## src/rtl/pipe_stage_reg_pkg.sv

```systemverilog
// rtl/pipe_stage_reg_pkg.sv - shared constants and types for the pipeline stage register
package pipe_stage_reg_pkg;

  localparam int CB_MEMREAD  = 2;
  localparam int CB_MEMWRITE = 4;
  localparam int CB_REGWRITE = 6;
  localparam int CB_WORD     = 8;
  localparam int STALL_W     = 16;

  typedef enum logic [1:0] {
    EMPTY = 2'd0,
    ONE   = 2'd1,
    TWO   = 2'd2
  } stage_state_t;

  // Payload bus: ctrl, result, store data, rd, branch target, branch taken.
  function automatic int payloadWidth(input int ctrlW, input int dataW,
                                      input int addrW, input int pcW);
    return ctrlW + 2 * dataW + addrW + pcW + 1;
  endfunction

endpackage

```

## src/rtl/pipe_entry_reg.sv

```systemverilog
// rtl/pipe_entry_reg.sv - payload register with load enable and synchronous clear
module pipe_entry_reg #(
  parameter int W = 8
) (
  input  logic         clock,
  input  logic         resetn,
  input  logic         clear,
  input  logic         load,
  input  logic [W-1:0] d,
  output logic [W-1:0] q
);

  always_ff @(posedge clock) begin
    if (!resetn || clear) begin
      q <= '0;
    end else if (load) begin
      q <= d;
    end
  end

endmodule

```

## src/rtl/pipe_stage_reg.sv

```systemverilog
// rtl/pipe_stage_reg.sv - handshaked pipeline stage register with flush, optional skid entry and stall counter
module pipe_stage_reg
  import pipe_stage_reg_pkg::*;
#(
  parameter int DATA_W = 32,
  parameter int CTRL_W = 9,
  parameter int ADDR_W = 5,
  parameter int PC_W   = 32,
  parameter int SKID   = 1
) (
  input  logic                clock,
  input  logic                resetn,
  input  logic                flush,
  input  logic                in_valid,
  output logic                in_ready,
  input  logic [CTRL_W-1:0]   in_ctrl,
  input  logic [DATA_W-1:0]   in_result,
  input  logic [DATA_W-1:0]   in_store_data,
  input  logic [ADDR_W-1:0]   in_rd,
  input  logic [PC_W-1:0]     in_pc_branch,
  input  logic                in_pc_src,
  output logic                out_valid,
  input  logic                out_ready,
  output logic [CTRL_W-1:0]   out_ctrl,
  output logic [DATA_W-1:0]   out_result,
  output logic [DATA_W-1:0]   out_store_data,
  output logic [ADDR_W-1:0]   out_rd,
  output logic [PC_W-1:0]     out_pc_branch,
  output logic                out_pc_src,
  output logic [STALL_W-1:0]  stall_cycles
);

  localparam int PAY_W = payloadWidth(CTRL_W, DATA_W, ADDR_W, PC_W);

  stage_state_t       state;
  logic               readyReg;
  logic               headValid, accept, deq;
  logic               headLoad, headClear, skidLoad, skidClear;
  logic [PAY_W-1:0]   inBus, headD, headQ, skidQ;
  logic [STALL_W-1:0] stallCnt;

  assign inBus = {in_ctrl, in_result, in_store_data, in_rd, in_pc_branch, in_pc_src};
  assign {out_ctrl, out_result, out_store_data, out_rd, out_pc_branch, out_pc_src} = headQ;

  assign headValid    = (state != EMPTY);
  assign out_valid    = headValid;
  assign stall_cycles = stallCnt;

  // Without a skid entry the stage can refill only while the head drains.
  assign in_ready = (SKID != 0) ? (resetn && readyReg)
                                : (resetn && (!headValid || out_ready));
  assign accept = in_valid && in_ready && !flush;
  assign deq    = headValid && out_ready;

  always_comb begin
    headLoad  = 1'b0;
    headClear = 1'b0;
    skidLoad  = 1'b0;
    skidClear = 1'b0;
    headD     = inBus;
    case (state)
      EMPTY: headLoad = accept;
      ONE: begin
        if (accept && deq)  headLoad  = 1'b1;
        else if (accept)    skidLoad  = 1'b1;
        else if (deq)       headClear = 1'b1;
      end
      TWO: begin
        if (deq) begin
          headLoad  = 1'b1;
          headD     = skidQ;
          skidClear = 1'b1;
        end
      end
      default: ;
    endcase
    if (flush) begin
      headLoad  = 1'b0;
      skidLoad  = 1'b0;
      headClear = 1'b1;
      skidClear = 1'b1;
    end
  end

  always_ff @(posedge clock) begin
    if (!resetn || flush) begin
      state    <= EMPTY;
      readyReg <= 1'b1;
    end else begin
      case (state)
        EMPTY: if (accept) state <= ONE;
        ONE: begin
          if (accept && !deq) begin
            state    <= TWO;
            readyReg <= 1'b0;
          end else if (!accept && deq) begin
            state <= EMPTY;
          end
        end
        TWO: begin
          if (deq) begin
            state    <= ONE;
            readyReg <= 1'b1;
          end
        end
        default: begin
          state    <= EMPTY;
          readyReg <= 1'b1;
        end
      endcase
    end
  end

  pipe_entry_reg #(.W(PAY_W)) uHead (
    .clock (clock),
    .resetn(resetn),
    .clear (headClear),
    .load  (headLoad),
    .d     (headD),
    .q     (headQ)
  );

  if (SKID != 0) begin : gSkid
    pipe_entry_reg #(.W(PAY_W)) uSkid (
      .clock (clock),
      .resetn(resetn),
      .clear (skidClear),
      .load  (skidLoad),
      .d     (inBus),
      .q     (skidQ)
    );
  end else begin : gNoSkid
    assign skidQ = '0;
  end

  always_ff @(posedge clock) begin
    if (!resetn) begin
      stallCnt <= '0;
    end else if (out_valid && !out_ready && !flush && (stallCnt != {STALL_W{1'b1}})) begin
      stallCnt <= stallCnt + 1'b1;
    end
  end

endmodule

```

## config.mk

```make
export PLATFORM = sky130hd
export DESIGN_NAME = pipe_stage_reg
export DESIGN_NICKNAME = d
export VERILOG_FILES = /design/src/rtl/pipe_stage_reg_pkg.sv /design/src/rtl/pipe_entry_reg.sv /design/src/rtl/pipe_stage_reg.sv
export SDC_FILE = /design/constraint.sdc
export NUM_CORES = 1
export LEC_CHECK = 0
export ABC_CLOCK_PERIOD_IN_PS = 3010
export BUFFER_PORTS_ARGS = -buffer_cell sky130_fd_sc_hd__buf_4
export CAP_MARGIN = 15
export CORE_UTILIZATION = 45
export DETAILED_ROUTE_END_ITERATION = 8
export GPL_ROUTABILITY_DRIVEN = 0
export PLACE_DENSITY = 0.75
export SYNTH_ARGS = -nofsm -noshare
export SYNTH_HDL_FRONTEND = slang
export SYNTH_SLANG_ARGS = --single-unit
```

## constraint.sdc

```tcl
create_clock -name clock -period 3.01 [get_ports clock]
set_clock_uncertainty 0.15 [all_clocks]
set_input_delay 0.301 -clock clock [delete_from_list [all_inputs] [get_ports clock]]
set_output_delay 0.301 -clock clock [all_outputs]
set_load 0.05 [all_outputs]
```

==> impl_metrics.toml, run 1 <==
[synth]
synth-main-ff-cell = "dfxtp_1"
ys.warnings.count = 0
ys_seq_elements = 241
synthArstFlopShare_pct = 0
ys_types = 41
synth-seq-area-share_pct = 49.7
syn_inst = 1111
synth_edf_count = 0
synth_fp_nets = 1232
syn_area_per_cell_um2 = 8.73
synthesis.area_mm2 = 0.00970

[worst_setup_path]
cp-startpoint = "state[1]$_SDFFE_PP0P_"
cp_top_family = "simple AND/OR/NAND/NOR gates"
worstPathMaxFanout = 38
r2r_cells = 9
criticalPathCategory = "reg2reg"
r2r_start = "state[1]$_SDFFE_PP0P_"
startpoint_type = "flip-flop"
worst_path_max_delay_cell = "or4bb_1"
crit_chain = "or2_2 -> and2_1 -> ha_1 -> or4bb_1 -> o211ai_4 -> buf_12 -> buf_12 -> nor2_1 -> a211oi_1"
required_ps = 3290
crit_arrival_ps = 3100
rr_endpoint = "uHead.q[24]$_SDFFE_PP0P_"
crit_path_frequent_cell = "buf_12"
endpoint = "uHead.q[24]$_SDFFE_PP0P_"
worstSetupPathDepth = 9
reg2reg_setup_slack_ps = 180
crit_buf_inv = 2
slowest_delay_ps = 530
cp-end-kind = "flip-flop"

[clock_tree]
cts_root_buffer = "clkbuf_16"
numCtsBuffers = 26
cts.sinks = 241
ctsHtreeMaxLevel = 1
cts_tree = "yes"
clk_latency_ps = 520
path_clk_slew_ps = 60
cts_buffer_depth = 3

[timing]
tightest_slew_ps = 805
hold_viol = 0
finalMaxSlewViolations = 0
finalSetupViolations = 0
setup_tns_ps = 0
fmax_mhz = 354
slew-limit-headroom_pct = 46.4
period_share_pct = 93.9
period_minus_slack_ps = 2830
rsz0062_at_grt = "false"

[drt]
wire_per_inst_um = 15.5
ant_nets = 0
initialDrtViolationCount = 382
vias = 9007
drc = 0
wirelength_um = 26700
drt_first_pass_iters = 4
viasPerCell = 5.25

[power]
fin_total_pwr_mw = 6.97
ir_worst_vdd_mv = 0.433
p_per_area_mw_per_mm2 = 508
power_leakage_nw = 5.88

[die]
die_x_um = 149
die_h_um = 149
die_area_mm2 = 0.0221
initial_core_util_pct = 46.0
coreArea_mm2 = 0.0211
rows = 53
io_pins = 245

[global_routing]
grt_pass1_wl_um = 43000
grt_pass1_vias = 8762
grt_use_total_pct = 23.7
grt_max_degree = 91
overflow = 0
antenna_found_initial = 0

[place]
port_buffers = 244
post-dp-hpwl_um = 15700

[worst_hold_path]
hold_class = "in2reg"

[finish]
fillers = 1654
layout-drive-gt1-share_pct = 21.5
num_antenna_cells = 0
nNetsFinal = 1545
final_cell_mix = "252 x buf_4, 241 x dfxtp_1, 234 x nand2_1"
area_delta_synth_final_pct = 41.6
final_common_cell = "buf_4"

[job]
maxCapViolCount = 0

[outcome]
status = "finished, final reports clean"
[where the power goes]
group          switching, mW  total [mW]  internal, mW
Sequential            0.0209        3.25          3.22
Combinational          0.371       0.687         0.316
Clock                   1.26        3.04          1.78
[stage by stage]
step           std cells  worst slack [ps]  util [%]  instance area, um2  hold WS [ps]
6_report            1715               184      65.1               13700          48.4
5_1_grt             1715              17.1      65.1               13700          60.6
4_1_cts             1715               244      65.1               13700          27.9
3_5_place_dp        1558               278      55.9               11800           296
3_3_place_gp        1558               437      55.9               11800           290
2_1_floorplan       1111               400         -                9700           228
[registers in the layout, summed over array words and instances, names as in the netlist]
name and flops:
stall_cycles 16, state 2, uHead.q 111, gSkid.uSkid.q 111
readyReg 1
[worst register-to-register path: cells and delay by family (launching register included)]
kind                     cells  cell delay, ps
buffers and inverters        2             490
AO/OA/AOI/OAI                2             370
flip-flops                   1             460
AND/OR/NAND/NOR              4            1100
adder cells (fa/ha/maj)      1             160
[layout make-up]
class	instances	area (um2)	area share, %
clock buffer	41	788	5.74
clock inverter	3	21.3	0.155
inverter	8	30.0	0.219
multi-input combinational	771	4480	32.6
sequential	241	4820	35.1
tap	275	344	2.51
timing repair buffer	376	3240	23.6
[logic make-up after synthesis]
| logic type | after synthesis | synth area share (%) |
|---|---|---|
| adders and majority gates | 5 | 0.645 |
| and+or+nand+nor | 400 | 17.0 |
| DFF | 241 | 49.7 |
| AOI/OAI and AO/OA | 251 | 16.4 |
| buffers and inverters | 99 | 4.36 |
| muxes | 115 | 11.9 |
[synthesized netlist by cell type, drive strengths merged (3+ instances only)]
library cell / number / area, um2
or4: 6 / 45.0
o31ai: 6 / 45.0
ha: 5 / 62.6
and2: 3 / 18.8
nand2: 236 / 886
buf: 41 / 205
inv: 7 / 26.3
mux2i: 114 / 1140
nand2b: 3 / 18.8
clkbuf: 50 / 188
a211oi: 112 / 841
dfxtp: 241 / 4820
nand3: 6 / 30.0
a21oi: 118 / 591
nor2: 117 / 439
nor4: 5 / 31.3
nor3: 4 / 20.0
or3: 3 / 20.0
nand4: 5 / 37.5
o21ai: 6 / 30.0
[what timing repair did]
item | in CTS | in global routing
setup buffers | 0 | 0
hold endpoints to repair | 203 | 0
resized for setup | 0 | 0
hold buffers | 113 | 0
[worst min path at each step]
stage	start	to	cells past startpoint	slack, ps
CTS	out_ready	readyReg$_SDFFE_PP1P_	5	30
finish	out_ready	readyReg$_SDFFE_PP1P_	5	50
floorplan	flush	state[1]$_SDFFE_PP0P_	1	230
detailed placement	gSkid.uSkid.q[18]$_SDFFE_PP0P_	gSkid.uSkid.q[18]$_SDFFE_PP0P_	2	300
global placement	gSkid.uSkid.q[100]$_SDFFE_PP0P_	gSkid.uSkid.q[100]$_SDFFE_PP0P_	2	290
global route	out_ready	state[1]$_SDFFE_PP0P_	4	60
[per-layer routing]
layer / track usage (%) / part of all wire (%) / vias to the layer above
met4: 9.34 / 3.4 / 0
met1: 28.5 / 42 / 4185
met2: 41.5 / 48 / 278
met3: 4.74 / 6.3 / 65
li1: - / - / 4479
met5: 0 / 0 / -
(Power assumes the default switching activity.)
==> run 2: changes to the inputs <==
CORE_ASPECT_RATIO = 1.2   (was not set)
CTS_CLUSTER_SIZE = 14   (was not set)
==> impl_metrics.toml, run 2 (same netlist as run 1, synthesis figures left out) <==
[power]
power_leakage_nw = 5.88
p_per_area_mw_per_mm2 = 511
ir_worst_vdd_mv = 0.439

[finish]
layout-drive-gt1-share_pct = 21.7
layout.cells.non_filler = 1712
fillers = 1657
nNetsFinal = 1544
seqCellArea_mm2 = 0.00482
final_common_cell = "buf_4"
final_cell_mix = "255 x buf_4, 241 x dfxtp_1, 234 x nand2_1"
multiInputGateArea_mm2 = 0.00448
area_delta_synth_final_pct = 41.3
stdcell_area_mm2 = 0.0137

[timing]
tightest_slew_ps = 686
rsz0062_at_grt = "true"
finalMaxSlewViolations = 0
hold_slack_ps = 115
period_share_pct = 96.7
finalSetupViolations = 0
hold_viol = 0
period_minus_slack_ps = 2910
fmax_mhz = 343
slew-limit-headroom_pct = 54.2

[worst_setup_path]
slowest_delay_ps = 550
crit_buf_inv = 4
crit_chain = "dlygate4sd3_1 -> buf_4 -> nand4b_1 -> inv_1 -> ha_1 -> or4bb_1 -> o211ai_4 -> buf_12 -> nor2_1 -> a211oi_1"
reg2reg_setup_slack_ps = 220
r2r_cells = 8
rr_endpoint = "uHead.q[28]$_SDFFE_PP0P_"
crit_arrival_ps = 3160
criticalPathCategory = "in2reg"
required_ps = 3260
worstPathMaxFanout = 94
worst_path_max_delay_cell = "dlygate4sd3_1"
cp-end-kind = "flip-flop"
r2r_start = "state[1]$_SDFFE_PP0P_"
cp_top_family = "buffers and inverters"
startpoint_type = "input port"

[drt]
ant_nets = 0
vias = 9005
viasPerCell = 5.26
drc = 0
initialDrtViolationCount = 351
wire_per_inst_um = 15.9
drt_first_pass_iters = 6
wirelength_um = 27300

[global_routing]
grt_pass1_vias = 9019
overflow = 0
antenna_found_initial = 0
grt_use_total_pct = 24.2
grt_max_degree = 95
grt_pass1_wl_um = 43700

[outcome]
status = "finished, final reports clean"

[worst_hold_path]
holdCritStartpoint = "out_ready"
hold_depth = 4
whs_endpoint = "state[1]$_SDFFE_PP0P_"
hold_class = "in2reg"

[place]
dp_cells = 1552
port_buffers = 244
post-dp-hpwl_um = 15700
place_area_mm2 = 0.0117

[die]
rows = 58
die_h_um = 163
die_area_mm2 = 0.0221
io_pins = 245
die_x_um = 136
coreArea_mm2 = 0.0210
initial_core_util_pct = 46.1

[clock_tree]
cts_root_buffer = "clkbuf_16"
clk_latency_ps = 500
path_clk_slew_ps = 60
postCtsResizedCells = 0
cts_buffer_depth = 3
ctsHtreeMaxLevel = 1
numCtsBuffers = 25
cts.sinks = 241
cts_tree = "yes"

[job]
maxCapViolCount = 0
-- run 2: worst min-delay path: stages --
cell and delay [ps]:
buf_4 120, nor2_1 70, a32oi_1 160, nor3_1 70
-- run 2: worst max-delay path by stage --
stage                     startpoint                  endpoint  slack [ps]  cells after the start
5_1_grt                        flush  uHead.q[27]$_SDFFE_PP0P_         -60                     10
2_1_floorplan  state[1]$_SDFFE_PP0P_  uHead.q[20]$_SDFFE_PP0P_         400                      9
4_1_cts                        flush  uHead.q[87]$_SDFFE_PP0P_         150                     11
6_report                       flush  uHead.q[28]$_SDFFE_PP0P_         100                     10
3_5_place_dp                   flush  uHead.q[97]$_SDFFE_PP0P_         210                     10
3_3_place_gp                   flush  uHead.q[66]$_SDFFE_PP0P_         330                     10
-- run 2: area by class of cell --
| class | instances | area share [%] |
|---|---|---|
| tap | 270 | 2.46 |
| antenna | 1 | 0.0183 |
| multi-input combinational | 771 | 32.7 |
| sequential | 241 | 35.2 |
| clock buffer | 40 | 5.63 |
| clock inverter | 5 | 0.411 |
| inverter | 8 | 0.219 |
| timing repair buffer | 376 | 23.4 |
-- run 2: routing by layer --
layer	GRT usage (%)	vias up	wire [um]
met5	0	-	0
met4	11.3	0	1160
met3	3.80	77	1240
met2	44.8	223	14000
met1	26.7	4217	10900
li1	-	4488	-
-- run 2: metrics by stage --
stage	setup slack, ps	power, mW	TNS [ps]	utilization (%)
6_report	98.6	7.00	0	65.1
2_1_floorplan	400	3.62	0	-
5_1_grt	-55.1	7.26	-244	65.1
3_5_place_dp	207	3.87	0	55.8
4_1_cts	151	7.05	0	65.1
3_3_place_gp	329	3.86	0	55.8
-- run 2: where the power goes --
group	total [mW]	internal, mW	leakage [nW]	switching, mW
registers	3.25	3.22	1.95	0.0209
clock network	3.06	1.84	0.406	1.23
logic	0.690	0.314	3.53	0.375
total	7.00	5.37	5.88	1.62
-- run 2: repair_timing --
item | in CTS | in global routing
hold buffers | 113 | 0
setup endpoints to repair | 0 | 6
hold endpoints to repair | 140 | 0
buffers inserted | 0 | 1
==> run 3: changes to the inputs <==
MAX_ROUTING_LAYER = met4   (was not set)
SLEW_MARGIN = 5   (was not set)
==> impl_metrics.toml, run 3 (same netlist as run 1, synthesis figures left out) <==
[outcome]
status = "finished, final reports clean"

[worst_setup_path]
required_ps = 3260
worstPathMaxFanout = 94
startpoint_type = "input port"
cp-end-kind = "flip-flop"
criticalPathCategory = "in2reg"
crit_arrival_ps = 3180

[finish]
final_cell_mix = "255 x buf_4, 241 x dfxtp_1, 234 x nand2_1"
final_common_cell = "buf_4"
layout-drive-gt1-share_pct = 21.7
layout.cells.non_filler = 1712
fillers = 1657
stdcell_area_mm2 = 0.0137
nNetsFinal = 1544
area_delta_synth_final_pct = 41.3
final_util_pct = 65.1

[global_routing]
grt_max_degree = 95
grt_pass1_wl_um = 43700
overflow = 0
grt_pass1_vias = 9027
grt_use_total_pct = 25.0
antenna_found_initial = 0

[timing]
fin_ws_ps = 79.9
hold_viol = 0
fmax_mhz = 341
finalSetupViolations = 0
period_minus_slack_ps = 2930
tightest_slew_ps = 688
finalMaxSlewViolations = 0
rsz0062_at_grt = "true"
slew-limit-headroom_pct = 54.1
period_share_pct = 97.3

[die]
rows = 58
io_pins = 245
coreArea_mm2 = 0.0210
die_x_um = 136
initial_core_util_pct = 46.1
die_area_mm2 = 0.0221
die_h_um = 163

[worst_hold_path]
hold_class = "in2reg"

[place]
port_buffers = 244
dp_cells = 1552
dp_slack_ps = 207
place_area_mm2 = 0.0117
post-dp-hpwl_um = 15700

[clock_tree]
clk_latency_ps = 500
cts.sinks = 241
cts_tree = "yes"
postCtsResizedCells = 0
cts_buffer_depth = 3
ctsHtreeMaxLevel = 1
numCtsBuffers = 25
cts_root_buffer = "clkbuf_16"
path_clk_slew_ps = 60

[drt]
drc = 0
ant_nets = 0
vias = 9035
wirelength_um = 27400
wire_per_inst_um = 16.0
viasPerCell = 5.28
initialDrtViolationCount = 376
drt_first_pass_iters = 6

[power]
p_per_area_mw_per_mm2 = 510
fin_total_pwr_mw = 6.99
power_leakage_nw = 5.88
ir_worst_vdd_mv = 0.440

[job]
maxCapViolCount = 0
[run 3: cell counts in the layout (fill, tap and decap cells not counted)]
Identical to the previous run, type by type.
[run 3: critical path: stages]
cell,delay (ps)
dlygate4sd3_1,550
buf_4,160
nand4b_1,320
inv_1,210
ha_1,170
or4bb_1,530
o211ai_4,130
buf_12,350
nor2_1,100
a211oi_1,270
[run 3: area by class of cell]
cell class	count	area [um2]	share of cell area, %
flip-flops and latches	241	4820	35.2
multi-input cells	771	4480	32.7
repair buffers	376	3210	23.4
clock buffers	40	772	5.63
well taps	270	338	2.46
clock inverters	5	56.3	0.411
inverters	8	30.0	0.219
diodes	1	2.50	0.0183
[run 3: metal layers]
layer  GRT usage, %  wire [um]  part of all wire, %
met1           27.1      11000                   40
met2           44.9      14000                   51
met3           3.21       1220                  4.5
met4           11.3       1150                  4.2
met5              -          0                    0
[run 3: worst paths after layout]
| kind | startpoint | to | slack, ps | cells after the start |
|---|---|---|---|---|
| setup / recovery | flush | uHead.q[28]$_SDFFE_PP0P_ | 80 | 10 |
| hold / removal | out_ready | readyReg$_SDFFE_PP1P_ | 120 | 5 |
| setup reg to reg | state[1]$_SDFFE_PP0P_ | uHead.q[28]$_SDFFE_PP0P_ | 200 | 8 |
| hold reg to reg | gSkid.uSkid.q[33]$_SDFFE_PP0P_ | gSkid.uSkid.q[33]$_SDFFE_PP0P_ | 300 | 2 |
[run 3: through the flow]
| stage | hold slack [ps] | TNS (ps) |
|---|---|---|
| floorplan | 228 | 0 |
| global placement | 290 | 0 |
| detailed placement | 296 | 0 |
| CTS | 76.9 | 0 |
| global route | 120 | -234 |
| finish | 116 | 0 |
[run 3: report_power, final]
part	leakage, nW	total [mW]	internal [mW]	switching, mW
clock network	0.406	3.06	1.84	1.22
logic	3.53	0.690	0.314	0.376
registers	1.95	3.25	3.22	0.0209
total	5.88	6.99	5.37	1.62
[run 3: timing repair]
item | CTS | global route
setup buffers | 0 | 1
endpoints found under the hold margin | 140 | 0
hold buffers | 113 | 0
endpoints found under the setup margin | 0 | 6
